==> src/rtl/grom_pkg.sv <==
// Shared definitions for the GROM byte port: FSM state encoding, the
// port-select constants and a small helper used for address read-back.
package grom_pkg;

    typedef enum logic [1:0] {
        ST_IDLE  = 2'd0,
        ST_ACK   = 2'd1,
        ST_FETCH = 2'd2,
        ST_LOAD  = 2'd3
    } grom_state_t;

    localparam logic MODE_DATA = 1'b0;
    localparam logic MODE_ADDR = 1'b1;

    // Selects which half of the address register an address read returns:
    // the high byte first (lo_byte = 0), then the low byte.
    function automatic logic [7:0] addr_byte(input logic [15:0] addr, input logic lo_byte);
        return lo_byte ? addr[7:0] : addr[15:8];
    endfunction

endpackage

==> src/rtl/grom_port_if.sv <==
// CPU-side request/response bundle of the GROM byte port.
interface grom_port_if;

    logic       req;
    logic       we;
    logic       mode;
    logic [7:0] din;
    logic [7:0] dout;
    logic       ack;
    logic       busy;

    modport master (
        output req, we, mode, din,
        input  dout, ack, busy
    );

    modport slave (
        input  req, we, mode, din,
        output dout, ack, busy
    );

endinterface

==> src/rtl/grom_port.sv <==
// GROM-style byte port: 16-bit auto-incrementing address register, one-byte
// prefetch buffer and address-byte phase flag, driving an external ROM with a
// one-cycle registered read.
module grom_port
    import grom_pkg::*;
#(
    parameter int ROM_AW = 13
) (
    input  logic              clk,
    input  logic              reset,
    grom_port_if.slave        bus,
    output logic [ROM_AW-1:0] rom_addr,
    input  logic [7:0]        rom_data
);

    grom_state_t       state_q,    state_d;
    logic [15:0]       addr_q,     addr_d;
    logic [7:0]        pbuf_q,     pbuf_d;
    logic [7:0]        dout_q,     dout_d;
    logic              phase_q,    phase_d;
    logic [ROM_AW-1:0] rom_addr_q, rom_addr_d;
    logic              ack_q,      ack_d;
    logic              busy_q,     busy_d;

    // Next-state logic: requests are only decoded in IDLE; FETCH/LOAD/ACK
    // run to completion and ignore any req seen meanwhile.
    always_comb begin
        state_d    = state_q;
        addr_d     = addr_q;
        pbuf_d     = pbuf_q;
        dout_d     = dout_q;
        phase_d    = phase_q;
        rom_addr_d = rom_addr_q;

        case (state_q)
            ST_IDLE: begin
                if (bus.req) begin
                    if (bus.mode == MODE_ADDR) begin
                        if (bus.we) begin
                            // Bytes shift in from the bottom; the second byte
                            // completes the address and triggers a prefetch.
                            addr_d  = {addr_q[7:0], bus.din};
                            phase_d = ~phase_q;
                            state_d = phase_q ? ST_FETCH : ST_ACK;
                        end else begin
                            dout_d  = addr_byte(addr_q, phase_q);
                            phase_d = ~phase_q;
                            state_d = ST_ACK;
                        end
                    end else begin
                        // Data read returns the byte prefetched earlier; a data
                        // write is accepted but the ROM is read-only, so it only
                        // advances the address like a read does.
                        if (!bus.we) begin
                            dout_d = pbuf_q;
                        end
                        phase_d = 1'b0;
                        state_d = ST_FETCH;
                    end
                end
            end
            ST_FETCH: begin
                state_d = ST_LOAD;
            end
            ST_LOAD: begin
                // Increment wraps inside the ROM window; upper address bits stay.
                pbuf_d                = rom_data;
                addr_d[ROM_AW-1:0]    = addr_q[ROM_AW-1:0] + ROM_AW'(1);
                state_d               = ST_IDLE;
            end
            default: begin
                state_d = ST_IDLE;
            end
        endcase

        // The ROM address is captured only on entry to FETCH so it already
        // reflects a just-completed address write.
        if (state_q == ST_IDLE && state_d == ST_FETCH) begin
            rom_addr_d = addr_d[ROM_AW-1:0];
        end

        ack_d  = (state_d == ST_ACK) || (state_d == ST_LOAD);
        busy_d = (state_d != ST_IDLE);
    end

    // State and output registers; reset may abort a prefetch at any point.
    always_ff @(posedge clk or posedge reset) begin
        if (reset) begin
            state_q    <= ST_IDLE;
            addr_q     <= '0;
            pbuf_q     <= '0;
            dout_q     <= '0;
            phase_q    <= 1'b0;
            rom_addr_q <= '0;
            ack_q      <= 1'b0;
            busy_q     <= 1'b0;
        end else begin
            state_q    <= state_d;
            addr_q     <= addr_d;
            pbuf_q     <= pbuf_d;
            dout_q     <= dout_d;
            phase_q    <= phase_d;
            rom_addr_q <= rom_addr_d;
            ack_q      <= ack_d;
            busy_q     <= busy_d;
        end
    end

    assign bus.dout = dout_q;
    assign bus.ack  = ack_q;
    assign bus.busy = busy_q;
    assign rom_addr = rom_addr_q;

endmodule

==> src/flat_wrapper.sv <==
// flat-port wrapper written by rule: the top's interface ports become plain ports
module grom_port_flat import grom_pkg::*;
#(
    parameter int ROM_AW = 13
)
  (clk, reset, rom_addr, rom_data, bus_req, bus_we, bus_mode, bus_din, bus_dout, bus_ack, bus_busy);
  grom_port_if bus_i ();
  input  logic clk;
  input  logic reset;
  output logic [ROM_AW-1:0] rom_addr;
  input  logic [7:0] rom_data;
  input wire logic [$bits(bus_i.req)-1:0] bus_req;
  input wire logic [$bits(bus_i.we)-1:0] bus_we;
  input wire logic [$bits(bus_i.mode)-1:0] bus_mode;
  input wire logic [$bits(bus_i.din)-1:0] bus_din;
  output wire logic [$bits(bus_i.dout)-1:0] bus_dout;
  output wire logic [$bits(bus_i.ack)-1:0] bus_ack;
  output wire logic [$bits(bus_i.busy)-1:0] bus_busy;
  assign bus_i.req = bus_req;
  assign bus_i.we = bus_we;
  assign bus_i.mode = bus_mode;
  assign bus_i.din = bus_din;
  assign bus_dout = bus_i.dout;
  assign bus_ack = bus_i.ack;
  assign bus_busy = bus_i.busy;
  grom_port #(.ROM_AW(ROM_AW)) u_core (.clk(clk), .reset(reset), .bus(bus_i), .rom_addr(rom_addr), .rom_data(rom_data));
endmodule
==> config.mk <==
export PLATFORM = sky130hd
export DESIGN_NAME = grom_port_flat
export DESIGN_NICKNAME = d
export VERILOG_FILES = /design/src/rtl/grom_pkg.sv /design/src/rtl/grom_port_if.sv /design/src/rtl/grom_port.sv /design/src/flat_wrapper.sv
export SDC_FILE = /design/constraint.sdc
export NUM_CORES = 1
export LEC_CHECK = 0
export CORE_AREA = 2 2 77 79
export CTS_CLUSTER_SIZE = 25
export DETAILED_ROUTE_END_ITERATION = 8
export DIE_AREA = 0 0 79 81
export PLACE_DENSITY = 0.73
export RECOVER_POWER = 50
export SYNTH_ARGS = -nofsm -noshare
export SYNTH_HDL_FRONTEND = slang
export SYNTH_SLANG_ARGS = --single-unit
export TNS_END_PERCENT = 50
==> constraint.sdc <==
create_clock -name clk -period 2.2 [get_ports clk]
set_clock_uncertainty 0.15 [all_clocks]
set_input_delay 0.22 -clock clk [delete_from_list [all_inputs] [get_ports clk]]
set_output_delay 0.22 -clock clk [all_outputs]
set_load 0.01 [all_outputs]
==> results.sh, run 1 <==
export IMPL_hold_slack_ns=0.341
export IMPL_nFillCells=510
export IMPL_cts_htree_levels=2
export IMPL_wirelength_mm=5.99
export IMPL_top_layer_used="met4"
export IMPL_hold_buffers=0
export IMPL_power_density_mw_per_mm2=1310
export IMPL_post_place_ws_ns=-0.0622
export IMPL_grt_usage_pct=19.9
export IMPL_synth_edff_count=0
export IMPL_rows=28
export IMPL_critPathKind="reg -> reg"
export IMPL_firstDrtPassIters=4
export IMPL_min_path_type="reg -> reg"
export IMPL_routed_via_density=5.42
export IMPL_drt_iter0_markers=110
export IMPL_cts_sinks=49
export IMPL_seq_area_mm2=0.00123
export IMPL_max_slew_worst_pin_slew_ns=0.858
export IMPL_port_buffers=43
export IMPL_status="complete, no violations"
export IMPL_synth_area_leaders="dfrtp_1 (49%), mux2_2 (6.3%), nand2_1 (4.0%)"
export IMPL_cp_arrival_ns=2.21
export IMPL_fin_ws_ns=0.0377
export IMPL_core_mm2=0.00568
export IMPL_hold_viol_final=0
export IMPL_cts_setup_buffers=0
export IMPL_ys_flop_type="dfrtp_1"
export IMPL_power_total_mw=4.37
export IMPL_syn_inst=243
export IMPL_worstSkewPairLatency_ns=0.30
export IMPL_die_w_um=79
export IMPL_syn2layout_area_growth_pct=32.3
export IMPL_clock_path_buffers=2
export IMPL_p_leak_nw=1.49
export IMPL_yosys_warnings=0
export IMPL_synth_area_mm2=0.00252
export IMPL_required_ns=2.25
export IMPL_fin_util_pct=58.8
export IMPL_wl_met3_um=230
export IMPL_synth_async_reset_ratio_pct=100
export IMPL_clkTransAtPathRegs_ns=0.09
export IMPL_syn_area_per_cell_um2=10.4
export IMPL_route_met2_wl_mm=2.89
export IMPL_ir_worst_vdd_uv=611
export IMPL_die_area_mm2=0.00640
export IMPL_cp_max_fo=7
export IMPL_numCtsBuffers=5
export IMPL_startpoint_type="register"
export IMPL_min_period_ns=2.16
export IMPL_cp_end_kind="register"
export IMPL_initial_core_util_pct=44.4
export IMPL_grt_pass1_wl_mm=9.94
export IMPL_cts_tree="built"
export IMPL_ys_ff_latch=49
export IMPL_grt_pass1_vias=2036
export IMPL_drt_wirelength_per_cell_um=15.7
export IMPL_synth_cell_types=54
export IMPL_finalSetupViolCount=0
export IMPL_multiInputGateArea_mm2=0.00120
export IMPL_synth_top_area_share_pct=48.6
export IMPL_ys_top_cells_by_count="dfrtp_1 (49), nand2_1 (27), nor2_1 (19), o21ai_0 (16), mux2_2 (14)"
export IMPL_drive_above_1_share_pct=21.9
export IMPL_max_slew_margin_pct=42.7
export IMPL_gr_total_overflow=0
export IMPL_die_h_um=81
export IMPL_grt_max_degree=29
export IMPL_cts_root_buf="clkbuf_8"
export IMPL_synth_seq_area_share_pct=48.6
export IMPL_slew_viol_final=0
export IMPL_drc=0
export IMPL_fmax_ghz=0.462
export IMPL_detail_route_antenna_nets=0
export IMPL_dp_hpwl_mm=4.30
export IMPL_vias=2066
export IMPL_wirelength_met1_mm=2.83
export IMPL_period_share_pct=98.3
export IMPL_cap_violations=0
export IMPL_antenna_found_initial=0
export IMPL_yosys_area_top_type="dfrtp_1"
export IMPL_synth_most_common_cell="dfrtp_1"
export IMPL_antennaDiodeCount=0
export IMPL_gp_congestion=0.975
export IMPL_tns_ns=0
export IMPL_nNetsFinal=330
export IMPL_ios=44
export IMPL_syn_nets=268
area by class of cell:
cell class	count	share of cell area (%)
Clock inverter	3	0.525
Sequential cell	49	36.8
Tap cell	75	2.81
Inverter	8	0.900
Clock buffer	5	2.06
Multi-Input combinational cell	168	36.1
Timing Repair Buffer	73	20.9
flip-flops by register name, indices dropped and copies added, names as in the netlist:
register and flops:
u_core.bus.busy 1, u_core.bus.dout 8, u_core.state_q 2, u_core.phase_q 1
u_core.rom_addr 13, u_core.addr_q 16, u_core.pbuf_q 8
layout by cell type, fill, tap and decap left out, types with 3 or more instances in the layout:
cell type        count
a31oi_1              6
nand2b_1             5
nand2_1             27
a21o_1               7
nand4_1              3
mux2i_1              8
dfrtp_1             49
a211oi_1             5
mux2_2              14
buf_4               26
a21oi_1              4
clkbuf_8             5
nor2_1              17
o21ai_0             16
clkdlybuf4s50_1     42
nor4_1               5
inv_1                8
a22oi_1              5
logic make-up (layout without fill, tap and decap cells):
kind of cell	count (synthesis)	after routing	synth area share [%]
DFF	49	49	48.6
buffers and inverters	26	89	5.31
AOI/OAI and AO/OA	66	66	18.7
and+or+nand+nor	75	75	15.4
adders and majority gates	4	4	1.99
muxes	23	23	10.0
power breakdown:
group / switching (mW) / internal [mW] / total [mW]
sequential: 0.265 / 1.28 / 1.54
combinational: 1.07 / 1.23 / 2.30
clock: 0.304 / 0.220 / 0.524
path summary, 6_finish.rpt:
path,depth (start not counted),endpoint,start,slack (ns)
max reg2reg,6,u_core.rom_addr[1]$_DFFE_PP0P_,u_core.state_q[1]$_DFF_PP0_,0.04
min reg2reg,2,u_core.bus.dout[5]$_DFFE_PP0P_,u_core.bus.dout[5]$_DFFE_PP0P_,0.34
min,2,u_core.bus.dout[5]$_DFFE_PP0P_,u_core.bus.dout[5]$_DFFE_PP0P_,0.34
max,6,u_core.rom_addr[1]$_DFFE_PP0P_,u_core.state_q[1]$_DFF_PP0_,0.04
max in group asynchronous,3,u_core.state_q[1]$_DFF_PP0_,reset,0.35
min in group asynchronous,2,u_core.pbuf_q[7]$_DFFE_PP0P_,reset,0.38
routing by layer:
layer / vias up / track usage [%]
met5: - / 0
met4: 0 / 5.17
met3: 4 / 4.11
met2: 45 / 31.5
met1: 1002 / 28.0
li1: 1015 / -
timing repair:
action	4_1_cts	5_1_grt
setup endpoints to repair	8	12
resized for setup	1	9
gates cloned	0	1
pin swaps	0	1
metrics by stage:
stage | instances | cell area [µm²]
2_1_floorplan | 243 | 2520
3_3_place_gp | 372 | 3200
3_5_place_dp | 372 | 3200
4_1_cts | 380 | 3290
5_1_grt | 381 | 3340
6_report | 381 | 3340
worst max-delay path, cell delays in order, from the launching register on:
cell and delay (ns):
dfrtp_1 0.39, inv_1 0.15, ha_4 0.19, or4b_4 0.49, o22ai_4 0.18, buf_12 0.16
mux2_2 0.33
No activity file was read; power rests on OpenSTA's default activity.
==> run 2: changes to the inputs <==
- ABC_CLOCK_PERIOD_IN_PS: not set -> 2200
- REMOVE_ABC_BUFFERS: not set -> 1
- SKIP_CTS_REPAIR_TIMING: not set -> 1
==> run 2 against run 1 <==
  * Register-to-register slack improved by 0.02 ns
  * First-iteration DRC count up 24%
  * Clock-buffer cell count is the same
  * Via count grew 1.9%
  * Combinational power hardly changed
  * Critical path type unchanged
==> results.sh, run 2 (synthesis gave the netlist of run 1 again) <==
export IMPL_route_met2_wl_mm=3.04
export IMPL_critPathMaxStageDelay_ns=0.54
export IMPL_final_common_cell="dfrtp_1"
export IMPL_period_share_pct=97.3
export IMPL_ios=44
export IMPL_die_h_um=81
export IMPL_clock_path_buffers=2
export IMPL_p_leak_nw=1.48
export IMPL_port_buffers=43
export IMPL_die_area_mm2=0.00640
export IMPL_gp_congestion=0.919
export IMPL_min_path_type="reg -> reg"
export IMPL_cts_htree_levels=2
export IMPL_ir_worst_vdd_uv=666
export IMPL_fin_area_mm2=0.00335
export IMPL_nFillCells=497
export IMPL_clkTransAtPathRegs_ns=0.09
export IMPL_vias=2106
export IMPL_cts_root_buf="clkbuf_8"
export IMPL_detail_route_antenna_nets=0
export IMPL_die_w_um=79
export IMPL_drive_above_1_share_pct=23.7
export IMPL_finalSetupViolCount=0
export IMPL_drt_wirelength_per_cell_um=16.1
export IMPL_startpoint_type="register"
export IMPL_cts_sinks=49
export IMPL_cp_end_kind="register"
export IMPL_seq_area_mm2=0.00123
export IMPL_fmax_ghz=0.467
export IMPL_routed_via_density=5.56
export IMPL_slew_viol_final=0
export IMPL_hold_viol_final=0
export IMPL_drc=0
export IMPL_largest_register="u_core.addr_q"
export IMPL_grt_pass1_vias=2156
export IMPL_firstDrtPassIters=4
export IMPL_cp_arrival_ns=2.18
export IMPL_numCtsBuffers=5
export IMPL_dp_cells=372
export IMPL_fin_cells=379
export IMPL_syn2layout_area_growth_pct=32.8
export IMPL_critPathKind="reg -> reg"
export IMPL_dp_hpwl_mm=4.40
export IMPL_rsz0062_at_grt="yes"
export IMPL_max_slew_margin_pct=19.5
export IMPL_drt_iter0_markers=136
export IMPL_gr_total_overflow=0
export IMPL_grt_usage_pct=20.8
export IMPL_cp_top_family="simple AND/OR/NAND/NOR gates"
export IMPL_core_mm2=0.00568
export IMPL_top_layer_used="met4"
export IMPL_slowest_stage="or4b_4"
export IMPL_wl_met3_um=315
export IMPL_largest_reg_flops=16
export IMPL_antenna_found_initial=0
export IMPL_power_density_mw_per_mm2=1330
export IMPL_nNetsFinal=329
export IMPL_wirelength_met1_mm=2.67
export IMPL_r2r_slack_ns=0.06
export IMPL_status="complete, no violations"
export IMPL_path_cells="buf_4, ha_4, or4b_4, o22ai_4, buf_6, mux2_2"
export IMPL_grt_pass1_wl_mm=10.4
export IMPL_cts_tree="built"
export IMPL_wirelength_mm=6.12
export IMPL_final_cell_mix="dfrtp_1 (49), clkdlybuf4s50_1 (42), nand2_1 (27)"
export IMPL_path_buf_inv=2
export IMPL_placed_cell_area_mm2=0.00317
export IMPL_required_ns=2.24
export IMPL_cp_max_fo=7
export IMPL_max_slew_worst_pin_slew_ns=1.21
export IMPL_initial_core_util_pct=44.4
export IMPL_min_period_ns=2.14
export IMPL_worstSkewPairLatency_ns=0.30
export IMPL_grt_max_degree=50
export IMPL_antennaDiodeCount=0
export IMPL_cap_violations=0
export IMPL_power_total_mw=4.45
export IMPL_multiInputGateArea_mm2=0.00123
export IMPL_rows=28
run 2: cell types whose count changed in the layout (fill, tap and decap cells not counted), moves of 2 or more:
cell / delta
nor2_2: +2
inv_1: -3
buf_4: -2
buf_6: +3
buf_12: -2
inv_2: +2
nor2_1: -2
run 2: report_power, final:
part           internal (mW)  switching [mW]  leakage [nW]  total [mW]
clock network          0.331           0.285        0.0540       0.616
registers               1.28           0.263         0.628        1.54
logic                   1.19            1.09         0.799        2.29
total                   2.80            1.64          1.48        4.45
run 2: final timing paths:
path | startpoint | end | cells past startpoint
worst max-delay path | u_core.state_q[1]$_DFF_PP0_ | u_core.rom_addr[3]$_DFFE_PP0P_ | 6
worst min-delay path | u_core.addr_q[15]$_DFFE_PP0P_ | u_core.addr_q[15]$_DFFE_PP0P_ | 2
worst max register to register | u_core.state_q[1]$_DFF_PP0_ | u_core.rom_addr[3]$_DFFE_PP0P_ | 6
worst min register to register | u_core.addr_q[15]$_DFFE_PP0P_ | u_core.addr_q[15]$_DFFE_PP0P_ | 2
max in group asynchronous | reset | u_core.addr_q[15]$_DFFE_PP0P_ | 3
min in group asynchronous | reset | u_core.rom_addr[5]$_DFFE_PP0P_ | 3
run 2: cell type report:
| cell class | count | area share (%) |
|---|---|---|
| clock inverters | 2 | 1.05 |
| flip-flops and latches | 49 | 36.6 |
| repair buffers | 72 | 19.9 |
| clock buffers | 5 | 2.06 |
| well taps | 75 | 2.80 |
| inverters | 8 | 0.897 |
| multi-input cells | 168 | 36.7 |
run 2: layer usage:
layer / up-vias / global-route usage [%]
li1: 1008 / -
met1: 1028 / 27.2
met2: 62 / 35.3
met3: 8 / 4.00
met4: 0 / 6.38
met5: - / 0
run 2: metrics by stage:
step                TNS (ns)  hold slack, ns  setup WS (ns)  utilization, %
finish                     0           0.332         0.0603            59.0
global placement      -0.602           0.308        -0.0632            55.9
global route         -0.0393           0.365        -0.0136            59.0
floorplan              -1.42           0.213         -0.253               -
CTS                   -0.514           0.150         -0.110            57.7
detailed placement     -1.96           0.320         -0.185            55.9
run 2: worst reg2reg max path: cells and delay by family (launching register included):
kind / cells / cell delay, ns
fa+ha+maj: 1 / 0.15
compound gates: 1 / 0.14
mux: 1 / 0.34
flops: 1 / 0.40
simple gates: 1 / 0.54
buf+inv: 2 / 0.33
